==> config.mk <==
export PLATFORM = sky130hd
export DESIGN_NAME = cmd_queue_flat
export DESIGN_NICKNAME = d
export VERILOG_FILES = /design/src/rtl/cmd_queue_pkg.sv /design/src/rtl/cmd_queue_if.sv /design/src/rtl/cmd_queue_mem.sv /design/src/rtl/cmd_queue.sv /design/src/flat_wrapper.sv
export SDC_FILE = /design/constraint.sdc
export NUM_CORES = 1
export LEC_CHECK = 0
export CORE_UTILIZATION = 50
export CTS_BUF_LIST = sky130_fd_sc_hd__clkbuf_2
export CTS_CLUSTER_DIAMETER = 50
export DETAILED_ROUTE_END_ITERATION = 12
export MAX_ROUTING_LAYER = met4
export PLACE_DENSITY = 0.66
export SLEW_MARGIN = 20
export SYNTH_ARGS = -nofsm -noshare
export SYNTH_HDL_FRONTEND = slang
export SYNTH_SLANG_ARGS = --single-unit
==> constraint.sdc <==
create_clock -name i_clk -period 4.3 [get_ports i_clk]
set_clock_uncertainty 0.2 [all_clocks]
set_input_delay 1.075 -clock i_clk [delete_from_list [all_inputs] [get_ports i_clk]]
set_output_delay 1.075 -clock i_clk [all_outputs]
set_load 0.01 [all_outputs]
==> src/rtl/cmd_queue_pkg.sv <==
// -----------------------------------------------------------------------------
// cmd_queue_pkg
// Shared types and defaults for the command queue in front of the issuer.
//   PROC_COUNT  number of processors a command can target
//   CMDQ_DEPTH  default queue depth for the top-level instance
//   cmd_t       one queued command (processor id, opcode, argument)
// -----------------------------------------------------------------------------
package cmd_queue_pkg;

  localparam int PROC_COUNT = 4;
  localparam int CMDQ_DEPTH = 16;
  localparam int PROC_W     = $clog2(PROC_COUNT);

  typedef struct packed {
    logic [PROC_W-1:0] proc_id;
    logic [3:0]        opcode;
    logic [9:0]        arg;
  } cmd_t;

endpackage

==> src/rtl/cmd_queue_if.sv <==
// -----------------------------------------------------------------------------
// cmd_queue_if
// Bus between the host/issuer side and the command queue.
//   master : host + issuer (drives i_*, observes o_*)
//   slave  : cmd_queue     (observes i_*, drives o_*)
//
// Handshake semantics:
//   push      : a command is taken on a rising clock edge when i_push && !o_full;
//               otherwise it is dropped and the host must hold/retry it.
//   pop       : the head (o_cmd) is handed to the issuer on an edge where
//               i_pop && o_valid; i_pop without o_valid has no effect.
//   writeback : the in-flight command returns on an edge with i_wb && o_inflight.
//   retire    : the in-flight command completes on an edge with
//               i_retire && o_inflight && !i_wb (writeback has priority).
// -----------------------------------------------------------------------------
interface cmd_queue_if #(
  parameter int DEPTH = cmd_queue_pkg::CMDQ_DEPTH,
  parameter int CNT_W = $clog2(DEPTH + 1)
);
  import cmd_queue_pkg::*;

  logic             i_push;
  cmd_t             i_push_cmd;
  logic             o_full;
  logic             o_valid;
  cmd_t             o_cmd;
  logic             i_pop;
  logic             i_wb;
  cmd_t             i_wb_cmd;
  logic             i_retire;
  logic             o_inflight;
  logic [CNT_W-1:0] o_count;
  logic             o_all_blocked;

  modport master (
    output i_push, i_push_cmd, i_pop, i_wb, i_wb_cmd, i_retire,
    input  o_full, o_valid, o_cmd, o_inflight, o_count, o_all_blocked
  );

  modport slave (
    input  i_push, i_push_cmd, i_pop, i_wb, i_wb_cmd, i_retire,
    output o_full, o_valid, o_cmd, o_inflight, o_count, o_all_blocked
  );

endinterface

==> src/rtl/cmd_queue_mem.sv <==
// -----------------------------------------------------------------------------
// cmdq_mem
// DEPTH x cmd_t register file, two write ports and one asynchronous read port.
//   clk_i                      clock
//   wb_we_i / wb_addr_i / wb_data_i        writeback write port
//   push_we_i / push_addr_i / push_data_i  host push write port
//   rd_addr_i / rd_data_o                  combinational read port
// The two write addresses never collide: the push slot is always placed one
// past the writeback slot when both are active. Storage has no reset.
// -----------------------------------------------------------------------------
module cmdq_mem #(
  parameter int DEPTH = cmd_queue_pkg::CMDQ_DEPTH,
  parameter int PTR_W = $clog2(DEPTH)
) (
  input  logic                 clk_i,
  input  logic                 wb_we_i,
  input  logic [PTR_W-1:0]     wb_addr_i,
  input  cmd_queue_pkg::cmd_t  wb_data_i,
  input  logic                 push_we_i,
  input  logic [PTR_W-1:0]     push_addr_i,
  input  cmd_queue_pkg::cmd_t  push_data_i,
  input  logic [PTR_W-1:0]     rd_addr_i,
  output cmd_queue_pkg::cmd_t  rd_data_o
);
  import cmd_queue_pkg::*;

  cmd_t mem_q [DEPTH];

  always_ff @(posedge clk_i) begin
    if (wb_we_i) begin
      mem_q[wb_addr_i] <= wb_data_i;
    end
    if (push_we_i) begin
      mem_q[push_addr_i] <= push_data_i;
    end
  end

  assign rd_data_o = mem_q[rd_addr_i];

endmodule

==> src/rtl/cmd_queue.sv <==
// -----------------------------------------------------------------------------
// cmd_queue
// First-word-fall-through command FIFO feeding the issuer. Commands popped by
// the issuer stay "in flight" until they are either written back (re-queued at
// the tail) or retired. One slot is always kept free for the in-flight command
// so a writeback can never overflow. o_all_blocked flags that every stored
// command has been written back without any intervening progress.
//   i_clk, i_rst : clock, asynchronous active-high reset
//   bus (slave)  : push / pop / writeback / retire handshake and status
// -----------------------------------------------------------------------------
module cmd_queue #(
  parameter int DEPTH = cmd_queue_pkg::CMDQ_DEPTH,
  parameter int CNT_W = $clog2(DEPTH + 1)
) (
  input  logic       i_clk,
  input  logic       i_rst,
  cmd_queue_if.slave bus
);
  import cmd_queue_pkg::*;

  localparam int PTR_W = $clog2(DEPTH);

  logic [PTR_W-1:0] rd_ptr_q, rd_ptr_d;
  logic [PTR_W-1:0] wr_ptr_q, wr_ptr_d;
  logic [CNT_W-1:0] count_q, count_d;
  logic [CNT_W-1:0] wb_run_q, wb_run_d;
  logic             inflight_q, inflight_d;
  logic             full_q, full_d;
  logic             blocked_q, blocked_d;

  logic             valid;
  logic             pop_en, wb_en, retire_en, push_en;
  logic [PTR_W-1:0] push_addr;
  logic [CNT_W:0]   occupancy_d;
  cmd_t             rd_data;

  // Only one command may be with the issuer at a time.
  assign valid     = (count_q != '0) && !inflight_q;
  assign pop_en    = bus.i_pop && valid;
  assign wb_en     = bus.i_wb && inflight_q;
  assign retire_en = bus.i_retire && inflight_q && !bus.i_wb;
  assign push_en   = bus.i_push && !full_q;

  // Writeback takes the tail slot first; a simultaneous push lands behind it.
  assign push_addr = wr_ptr_q + PTR_W'(wb_en);

  cmdq_mem #(.DEPTH(DEPTH)) u_mem (
    .clk_i       (i_clk),
    .wb_we_i     (wb_en),
    .wb_addr_i   (wr_ptr_q),
    .wb_data_i   (bus.i_wb_cmd),
    .push_we_i   (push_en),
    .push_addr_i (push_addr),
    .push_data_i (bus.i_push_cmd),
    .rd_addr_i   (rd_ptr_q),
    .rd_data_o   (rd_data)
  );

  always_comb begin
    rd_ptr_d = rd_ptr_q + PTR_W'(pop_en);
    wr_ptr_d = wr_ptr_q + PTR_W'(wb_en) + PTR_W'(push_en);
    count_d  = count_q + CNT_W'(wb_en) + CNT_W'(push_en) - CNT_W'(pop_en);

    inflight_d = inflight_q;
    if (pop_en) begin
      inflight_d = 1'b1;
    end else if (wb_en || retire_en) begin
      inflight_d = 1'b0;
    end

    // Run of writebacks with no progress; saturates so it cannot wrap back
    // below the occupancy and hide a stall.
    wb_run_d = wb_run_q;
    if (retire_en || push_en) begin
      wb_run_d = '0;
    end else if (wb_en && (wb_run_q != '1)) begin
      wb_run_d = wb_run_q + CNT_W'(1);
    end

    // The in-flight command counts against capacity so its writeback fits.
    occupancy_d = {1'b0, count_d} + (CNT_W + 1)'(inflight_d);
    full_d      = occupancy_d >= (CNT_W + 1)'(DEPTH);
    blocked_d   = (wb_run_d >= count_d) && (count_d != '0) && !inflight_d;
  end

  always_ff @(posedge i_clk or posedge i_rst) begin
    if (i_rst) begin
      rd_ptr_q   <= '0;
      wr_ptr_q   <= '0;
      count_q    <= '0;
      wb_run_q   <= '0;
      inflight_q <= 1'b0;
      full_q     <= 1'b0;
      blocked_q  <= 1'b0;
    end else begin
      rd_ptr_q   <= rd_ptr_d;
      wr_ptr_q   <= wr_ptr_d;
      count_q    <= count_d;
      wb_run_q   <= wb_run_d;
      inflight_q <= inflight_d;
      full_q     <= full_d;
      blocked_q  <= blocked_d;
    end
  end

  assign bus.o_full        = full_q;
  assign bus.o_valid       = valid;
  // Forced to zero when no head is presented, so reset shows a clean bus
  // even though the storage itself is not cleared.
  assign bus.o_cmd         = valid ? rd_data : '0;
  assign bus.o_inflight    = inflight_q;
  assign bus.o_count       = count_q;
  assign bus.o_all_blocked = blocked_q;

  a_count_bound: assert property (
    @(posedge i_clk) disable iff (i_rst) count_q <= CNT_W'(DEPTH)
  );

  a_wb_has_slot: assert property (
    @(posedge i_clk) disable iff (i_rst) wb_en |-> (count_q < CNT_W'(DEPTH))
  );

endmodule
==> src/flat_wrapper.sv <==
// flat-port wrapper written by rule: the top's interface ports become plain ports
module cmd_queue_flat import cmd_queue_pkg::*;
#(
  parameter int DEPTH = cmd_queue_pkg::CMDQ_DEPTH,
  parameter int CNT_W = $clog2(DEPTH + 1)
)
  (i_clk, i_rst, bus_i_push, bus_i_push_cmd, bus_i_pop, bus_i_wb, bus_i_wb_cmd, bus_i_retire, bus_o_full, bus_o_valid, bus_o_cmd, bus_o_inflight, bus_o_count, bus_o_all_blocked);
  cmd_queue_if #(.DEPTH(DEPTH), .CNT_W(CNT_W)) bus_i ();
  input  logic i_clk;
  input  logic i_rst;
  input wire logic [$bits(bus_i.i_push)-1:0] bus_i_push;
  input wire logic [$bits(bus_i.i_push_cmd)-1:0] bus_i_push_cmd;
  input wire logic [$bits(bus_i.i_pop)-1:0] bus_i_pop;
  input wire logic [$bits(bus_i.i_wb)-1:0] bus_i_wb;
  input wire logic [$bits(bus_i.i_wb_cmd)-1:0] bus_i_wb_cmd;
  input wire logic [$bits(bus_i.i_retire)-1:0] bus_i_retire;
  output wire logic [$bits(bus_i.o_full)-1:0] bus_o_full;
  output wire logic [$bits(bus_i.o_valid)-1:0] bus_o_valid;
  output wire logic [$bits(bus_i.o_cmd)-1:0] bus_o_cmd;
  output wire logic [$bits(bus_i.o_inflight)-1:0] bus_o_inflight;
  output wire logic [$bits(bus_i.o_count)-1:0] bus_o_count;
  output wire logic [$bits(bus_i.o_all_blocked)-1:0] bus_o_all_blocked;
  assign bus_i.i_push = bus_i_push;
  assign bus_i.i_push_cmd = bus_i_push_cmd;
  assign bus_i.i_pop = bus_i_pop;
  assign bus_i.i_wb = bus_i_wb;
  assign bus_i.i_wb_cmd = bus_i_wb_cmd;
  assign bus_i.i_retire = bus_i_retire;
  assign bus_o_full = bus_i.o_full;
  assign bus_o_valid = bus_i.o_valid;
  assign bus_o_cmd = bus_i.o_cmd;
  assign bus_o_inflight = bus_i.o_inflight;
  assign bus_o_count = bus_i.o_count;
  assign bus_o_all_blocked = bus_i.o_all_blocked;
  cmd_queue #(.DEPTH(DEPTH), .CNT_W(CNT_W)) u_core (.i_clk(i_clk), .i_rst(i_rst), .bus(bus_i));
endmodule
==> qor.csv, run 1 <==
stage,metric,value,unit
global_route,globalRouteOverflowTotal,0,
cells_and_area,final_nets,1187,
clocking,clock_latency,0.85,ns
clocking,numCtsBuffers,72,
hold_path,min_path_type,flop to flop,
clocking,cts.sinks,277,
clocking,cts-hold-fix-buffers,0,
global_route,grt_max_degree,65,
sta,max_freq,0.233,GHz
global_route,grt_use_total,0.325,
critical_path,path_class,flop to output port,
cells_and_area,fill_cells,2249,
placement,gp_congestion,0.912,
die,ioPinCount,63,
critical_path,cp_slowest_cell,dfrtp_4,
critical_path,worstPathMaxFanout,6,
sta,post-route-min-period,4.30,ns
sta,rsz0062_at_grt,yes,
die,row_count,61,
yosys,netlist.area_leader.share,0.532,
clocking,cts_max_path_buffers,3,
placement,dp.cells,1410,
routing,viasPerCell,6.62,
clocking,path_clk_slew,0.11,ns
global_route,antenna_found_initial,1,
critical_path,r2r_cells,16,
routing,vias,10292,
yosys,synth-seq-cells,277,
critical_path,path_cells,bufbuf_16 > buf_4 > mux4_2 > mux2_2 > o21ai_1 > a21oi_1 > buf_2,
sta,hold_violations,0,
die,dieArea,0.0296,mm²
routing,drcViolationCount,0,
clocking,cts_max_level,3,
yosys,ys_seq_area_frac,0.569,
cells_and_area,drive_above_1_share,0.318,
die,die_h,172,µm
power,peakVddDrop,292,µV
run_status,outcome,"finished, final reports clean",
critical_path,slowest_delay,0.55,ns
yosys,synth_commonest_cells,"edfxtp_1, o2bb2ai_1, nand2_1",
routing,drt-pass1-iter-count,5,
yosys,synth_top_cell_by_area,edfxtp_1,
yosys,syn-cell-area,0.0144,mm²
yosys,yosys-top-cells-area,"edfxtp_1, o2bb2ai_1, mux4_2",
yosys,synth_cells,990,
yosys,ys_warn_count,0,
yosys,synth-edff-count,256,
sta,slew_headroom,0.453,
die,core-area,0.0281,mm²
yosys,syn-num-nets,1048,
yosys,ys_types,51,
run,max-cap-violations,0,
placement,hpwl,29600,µm
yosys,avgSynthCellArea,14.6,µm²
global_route,grt_first_pass_wirelength,66000,µm
routing,postRouteAntennaNets,0,
critical_path,crit_required,3.02,ns
clocking,cts-root-buf,clkbuf_2,
routing,wl,44600,µm
yosys,async_flop_share,0.0758,
power,pwr_density_cell,627,mW/mm²
routing,wl_per_cell,28.7,µm
sta,slew_violations,0,
critical_path,worstPathArrival,3.02,ns
die,die_width,172,µm
sta,setup_violations,0,
sta,worstMarginPinSlew,0.820,ns
power,p_leak,0.00583,µW
cells_and_area,syn2layout_area_growth,16.5,%
die,start_util,0.514,
critical_path,end_kind,output port,
routing,drt_iter0_drc,1202,
cells_and_area,final_cell_count_no_fill,1555,
placement,io_buffers,62,
hold_path,min_path_cells,1,
clocking,cts_tree,done,
cells_and_area,post-route-util,0.599,
sta,post-route-period-util,0.999,
yosys,synth_flop_cell,edfxtp_1,
critical_path,start_kind,flop,
global_route,grt_pass1_vias,10460,
==> sequential cells by signal (all words and copies together) (netlist names) <==
signal / cells
u_core.bus.o_inflight: 1
u_core.bus.o_full: 1
u_core.u_mem.mem_q: 256
u_core.wb_run_q: 5
u_core.bus.o_count: 5
u_core.rd_ptr_q: 4
u_core.wr_ptr_q: 4
u_core.bus.o_all_blocked: 1
==> cells by family (layout without fill, tap and decap cells) <==
group	Yosys count	in the layout	synth area share
buf+inv	126	312	0.0461
fa+ha+maj	20	20	0.0184
flops	277	277	0.569
xor+xnor	13	13	0.00789
compound gates	333	333	0.189
simple gates	123	123	0.0429
other cells	0	1	0
mux	98	98	0.127
==> cells in the final DEF, fill, tap and decap left out, types with 3 or more instances in the layout <==
master,n
nand2_4,8
clkdlybuf4s50_1,46
xnor2_1,8
buf_4,86
dfrtp_1,18
o2bb2ai_1,256
clkinv_1,10
nand2b_1,7
o21ai_2,29
a21oi_2,5
xor2_1,5
o31ai_4,3
buf_6,5
nand3_1,5
mux2_2,14
buf_2,10
nand3b_1,4
o21ai_1,10
inv_1,16
inv_2,3
ha_1,18
nor2_1,8
mux2i_1,17
nand2_1,72
a21oi_1,18
buf_12,20
edfxtp_1,256
mux4_2,59
mux4_1,5
clkbuf_2,103
==> layer usage <==
metal | global-route usage | routed length, µm
met5 | - | 0
met4 | 0.172 | 2080
met3 | 0.0552 | 4210
met2 | 0.502 | 21100
met1 | 0.414 | 17200
==> final timing paths <==
path	start	to	slack, ns
max reg2reg	u_core.bus.o_count[3]$_DFF_PP0_	u_core.bus.o_all_blocked$_DFF_PP0_	0.49
max in group asynchronous	i_rst	u_core.rd_ptr_q[1]$_DFF_PP0_	2.82
min	u_core.rd_ptr_q[3]$_DFF_PP0_	u_core.rd_ptr_q[3]$_DFF_PP0_	0.39
max	u_core.rd_ptr_q[0]$_DFF_PP0_	bus_o_cmd[7]	0.003
min in group asynchronous	i_rst	u_core.rd_ptr_q[0]$_DFF_PP0_	0.47
min reg2reg	u_core.rd_ptr_q[3]$_DFF_PP0_	u_core.rd_ptr_q[3]$_DFF_PP0_	0.39
==> cell type report <==
type                       count  area, µm²  area share
inverter                      16       60.1     0.00357
antenna                        1       2.50    0.000149
clock inverter                18        104     0.00617
tap                          378        473      0.0281
multi-input combinational    587       5700       0.339
sequential                   277       8220       0.489
clock buffer                 103        515      0.0307
timing repair buffer         175       1740       0.103
==> timing repair <==
item / 4_1_cts / 5_1_grt
gates resized for setup: 64 / 13
endpoints found under the setup margin: 16 / 14
setup buffers: 15 / 8
endpoints found under the hold margin: 0 / 0
cloned: 1 / 0
==> report_power, final <==
| group | internal [µW] | switching, µW | total, µW |
|---|---|---|---|
| clock network | 698 | 1070 | 1760 |
| registers | 3380 | 294 | 3670 |
| logic | 2310 | 2800 | 5100 |
| total | 6380 | 4160 | 10500 |
==> critical path: cells and delay by family, from the launching register on <==
| family | cells | cell delay (ns) |
|---|---|---|
| DFF | 1 | 0.55 |
| buffers and inverters | 3 | 0.66 |
| AOI/OAI and AO/OA | 2 | 0.18 |
| muxes | 2 | 0.78 |
==> through the flow <==
step                      TNS, ns  hold WS (ns)  power (µW)  area [µm²]  setup WS (ns)
after floorplan                 0         0.301        6620       14400          0.236
after global placement    -0.0546         0.368        8500       16000        -0.0546
after detailed placement   -0.126         0.370        8550       16000         -0.126
after CTS                  -0.143         0.383       10400       16700        -0.0764
after global routing       -0.413         0.403       11100       16800        -0.0933
final                           0         0.389       10500       16800        0.00340
No activity file was read; power rests on OpenSTA's default activity.
==> inputs of run 2 (changes only) <==
--- a/config.mk
+++ b/config.mk
@@ -9,6 +9,7 @@
 export CTS_BUF_LIST = sky130_fd_sc_hd__clkbuf_2
 export CTS_CLUSTER_DIAMETER = 50
 export DETAILED_ROUTE_END_ITERATION = 12
+export GPL_ROUTABILITY_DRIVEN = 0
 export MAX_ROUTING_LAYER = met4
 export PLACE_DENSITY = 0.66
 export SLEW_MARGIN = 20
==> results of run 2 <==
No change in the layout: final DEF, timing and power equal those of run 1.
==> inputs of run 3 (changes only) <==
--- a/config.mk
+++ b/config.mk
@@ -10,6 +10,7 @@
 export CTS_CLUSTER_DIAMETER = 50
 export DETAILED_ROUTE_END_ITERATION = 12
 export GPL_ROUTABILITY_DRIVEN = 0
+export HOLD_SLACK_MARGIN = 0.02
 export MAX_ROUTING_LAYER = met4
 export PLACE_DENSITY = 0.66
 export SLEW_MARGIN = 20
==> constraint.sdc (replaced) <==
create_clock -name i_clk -period 4.3 [get_ports i_clk]
set_clock_uncertainty 0.2 [all_clocks]
set_input_delay 1.075 -clock i_clk [delete_from_list [all_inputs] [get_ports i_clk]]
set_output_delay 1.075 -clock i_clk [all_outputs]
set_load 0.02 [all_outputs]
==> run 3 against run 2 <==
Clock power is 10% higher. Sequential power is 1% lower. Die area stayed put. Combinational power is 1% higher. Sequential share of layout area hardly changed. Count of clock-buffer cells in the layout is 5 higher.
==> qor.csv, run 3 (synthesized netlist as in run 1, its figures left out) <==
stage,metric,value,unit
clocking,cts_tree,done,
routing,route.met3.wl,4460,µm
cells_and_area,top_register,u_core.u_mem.mem_q,
cells_and_area,seq_area,0.00822,mm²
sta,rsz0062_at_grt,yes,
sta,max_freq,0.235,GHz
sta,setup_violations,0,
clocking,path_clk_slew,0.09,ns
sta,tns,0,ns
power,power.share.clock,0.181,
run_status,outcome,"finished, final reports clean",
critical_path,path_cells,buf_12 > buf_4 > mux4_1 > mux2_2 > o21ai_2 > a21oi_2 > buf_4,
critical_path,critPathMostFrequentCell,buf_4,
power,netSwitchingFraction,0.403,
routing,drcViolationCount,0,
routing,vias,10379,
global_route,grt_use_total,0.331,
routing,viasPerCell,6.71,
critical_path,slowest_delay,0.55,ns
power,pwr_density_cell,639,mW/mm²
cells_and_area,post-route-util,0.598,
cells_and_area,largest_reg_flops,256,
clocking,cts_max_level,3,
cells_and_area,layout_common_cells,"o2bb2ai_1, edfxtp_1, clkbuf_2, buf_4, nand2_1",
cells_and_area,final_nets,1176,
power,intPower,6410,µW
routing,wl_met2,21700,µm
run,max-cap-violations,0,
critical_path,cp_slowest_cell,mux4_1,
global_route,grt_pass1_vias,10743,
die,row_count,61,
die,start_util,0.514,
cells_and_area,drive_above_1_share,0.314,
critical_path,worstPathArrival,2.99,ns
die,ioPinCount,63,
sta,slew_headroom,0.452,
routing,wl_met1,17100,µm
clocking,cts.sinks,277,
placement,io_buffers,62,
routing,highest_layer,met4,
die,dieArea,0.0296,mm²
cells_and_area,syn2layout_area_growth,16.4,%
die,core-area,0.0281,mm²
critical_path,start_kind,flop,
sta,post-route-period-util,0.991,
clocking,numCtsBuffers,73,
sta,worstMarginPinSlew,0.822,ns
routing,drt_iter0_drc,1284,
routing,wl_per_cell,29.6,µm
routing,drt-pass1-iter-count,6,
critical_path,worstPathMaxFanout,4,
placement,dp.cells,1406,
cells_and_area,final_cell_count_no_fill,1546,
sta,post-route-min-period,4.26,ns
global_route,grt_max_degree,65,
global_route,grt_first_pass_wirelength,67100,µm
global_route,antenna_found_initial,1,
critical_path,crit_required,3.02,ns
power,p_seq_frac,0.338,
cells_and_area,multi_input_area,0.00568,mm²
cells_and_area,fill_cells,2259,
power,combinationalPowerShare,0.481,
global_route,globalRouteOverflowTotal,0,
sta,slew_violations,0,
power,peakVddDrop,387,µV
die,die_h,172,µm
placement,hpwl,29500,µm
sta,hold_violations,0,
die,die_width,172,µm
power,p_switching,4340,µW
clocking,cts_max_path_buffers,3,
clocking,clock_latency,0.86,ns
critical_path,end_kind,output port,
routing,postRouteAntennaNets,0,
power,p_leak,0.00578,µW
placement,place_area,0.0160,mm²
hold_path,min_path_type,input port to asynchronous set/reset pin,
critical_path,path_class,flop to output port,
routing,wl,45700,µm
cells_and_area,fin_area,0.0168,mm²
clocking,cts-root-buf,clkbuf_2,
## run 3: changes by cell type in the layout (fill, tap and decap cells not counted), moves of 2 or more
cell           previous run  this run
clkinv_1                 10         8
mux2_4                    2         0
buf_4                    86        73
mux2_2                   14        16
dlygate4sd2_1             2         0
buf_6                     5         3
clkinv_4                  0         2
clkbuf_2                103       109
bufinv_16                 1         3
o21ai_2                  29        26
buf_12                   20        25
inv_2                     3         0
o21ai_1                  10        13
## run 3: per-stage QoR
stage / worst slack, ns / hold WS (ns) / total power [µW]
after CTS: -0.0842 / 0.403 / 10600
final: 0.0391 / 0.430 / 10700
after floorplan: 0.0611 / 0.301 / 6740
after global placement: -0.0490 / 0.412 / 8560
after global routing: -0.0193 / 0.524 / 11200
after detailed placement: -0.0971 / 0.425 / 8640
## run 3: area by class of cell
type | instances | share of cell area
Multi-Input combinational cell | 587 | 0.338
Antenna cell | 1 | 0.000149
Timing Repair Buffer | 163 | 0.0997
Clock inverter | 16 | 0.00923
Clock buffer | 108 | 0.0322
Sequential cell | 277 | 0.489
Inverter | 16 | 0.00357
Tap cell | 378 | 0.0281
## run 3: worst max-delay path, delay by kind of cell (launching register included)
| family | cells | cell delay (ns) |
|---|---|---|
| buf+inv | 3 | 0.50 |
| mux | 2 | 0.84 |
| compound gates | 2 | 0.22 |
| flops | 1 | 0.52 |
## run 3: worst paths after layout
path	from	end	slack (ns)	cells past startpoint
setup / recovery	u_core.rd_ptr_q[0]$_DFF_PP0_	bus_o_cmd[4]	0.04	7
hold / removal	i_rst	u_core.rd_ptr_q[0]$_DFF_PP0_	0.43	2
setup reg to reg	u_core.bus.o_count[3]$_DFF_PP0_	u_core.bus.o_all_blocked$_DFF_PP0_	0.57	16
hold reg to reg	u_core.wb_run_q[4]$_DFF_PP0_	u_core.wb_run_q[4]$_DFF_PP0_	0.46	2
max in group asynchronous	i_rst	u_core.wr_ptr_q[2]$_DFF_PP0_	2.87	2
min in group i_clk	u_core.wb_run_q[4]$_DFF_PP0_	u_core.wb_run_q[4]$_DFF_PP0_	0.46	2
## run 3: layer usage
layer  GRT usage  vias to the layer above
met5           -                        -
met4       0.182                        0
met3      0.0558                      168
met2       0.513                      663
met1       0.416                     5183
li1            -                     4365
## run 3: power by group through the flow
stage	sequential [µW]	clock (µW)	combinational, µW
after floorplan	3570	0	3170
after global placement	3700	0	4870
after detailed placement	3710	0	4930
after CTS	3620	1980	5050
after global routing	3660	2100	5460
final	3630	1940	5170
## run 3: repair_timing
action | CTS | global route
pin swaps | 0 | 0
buffers inserted | 12 | 2
hold buffers | 0 | 0
endpoints found under the setup margin | 16 | 7
gates resized for setup | 69 | 16
gates cloned | 0 | 1
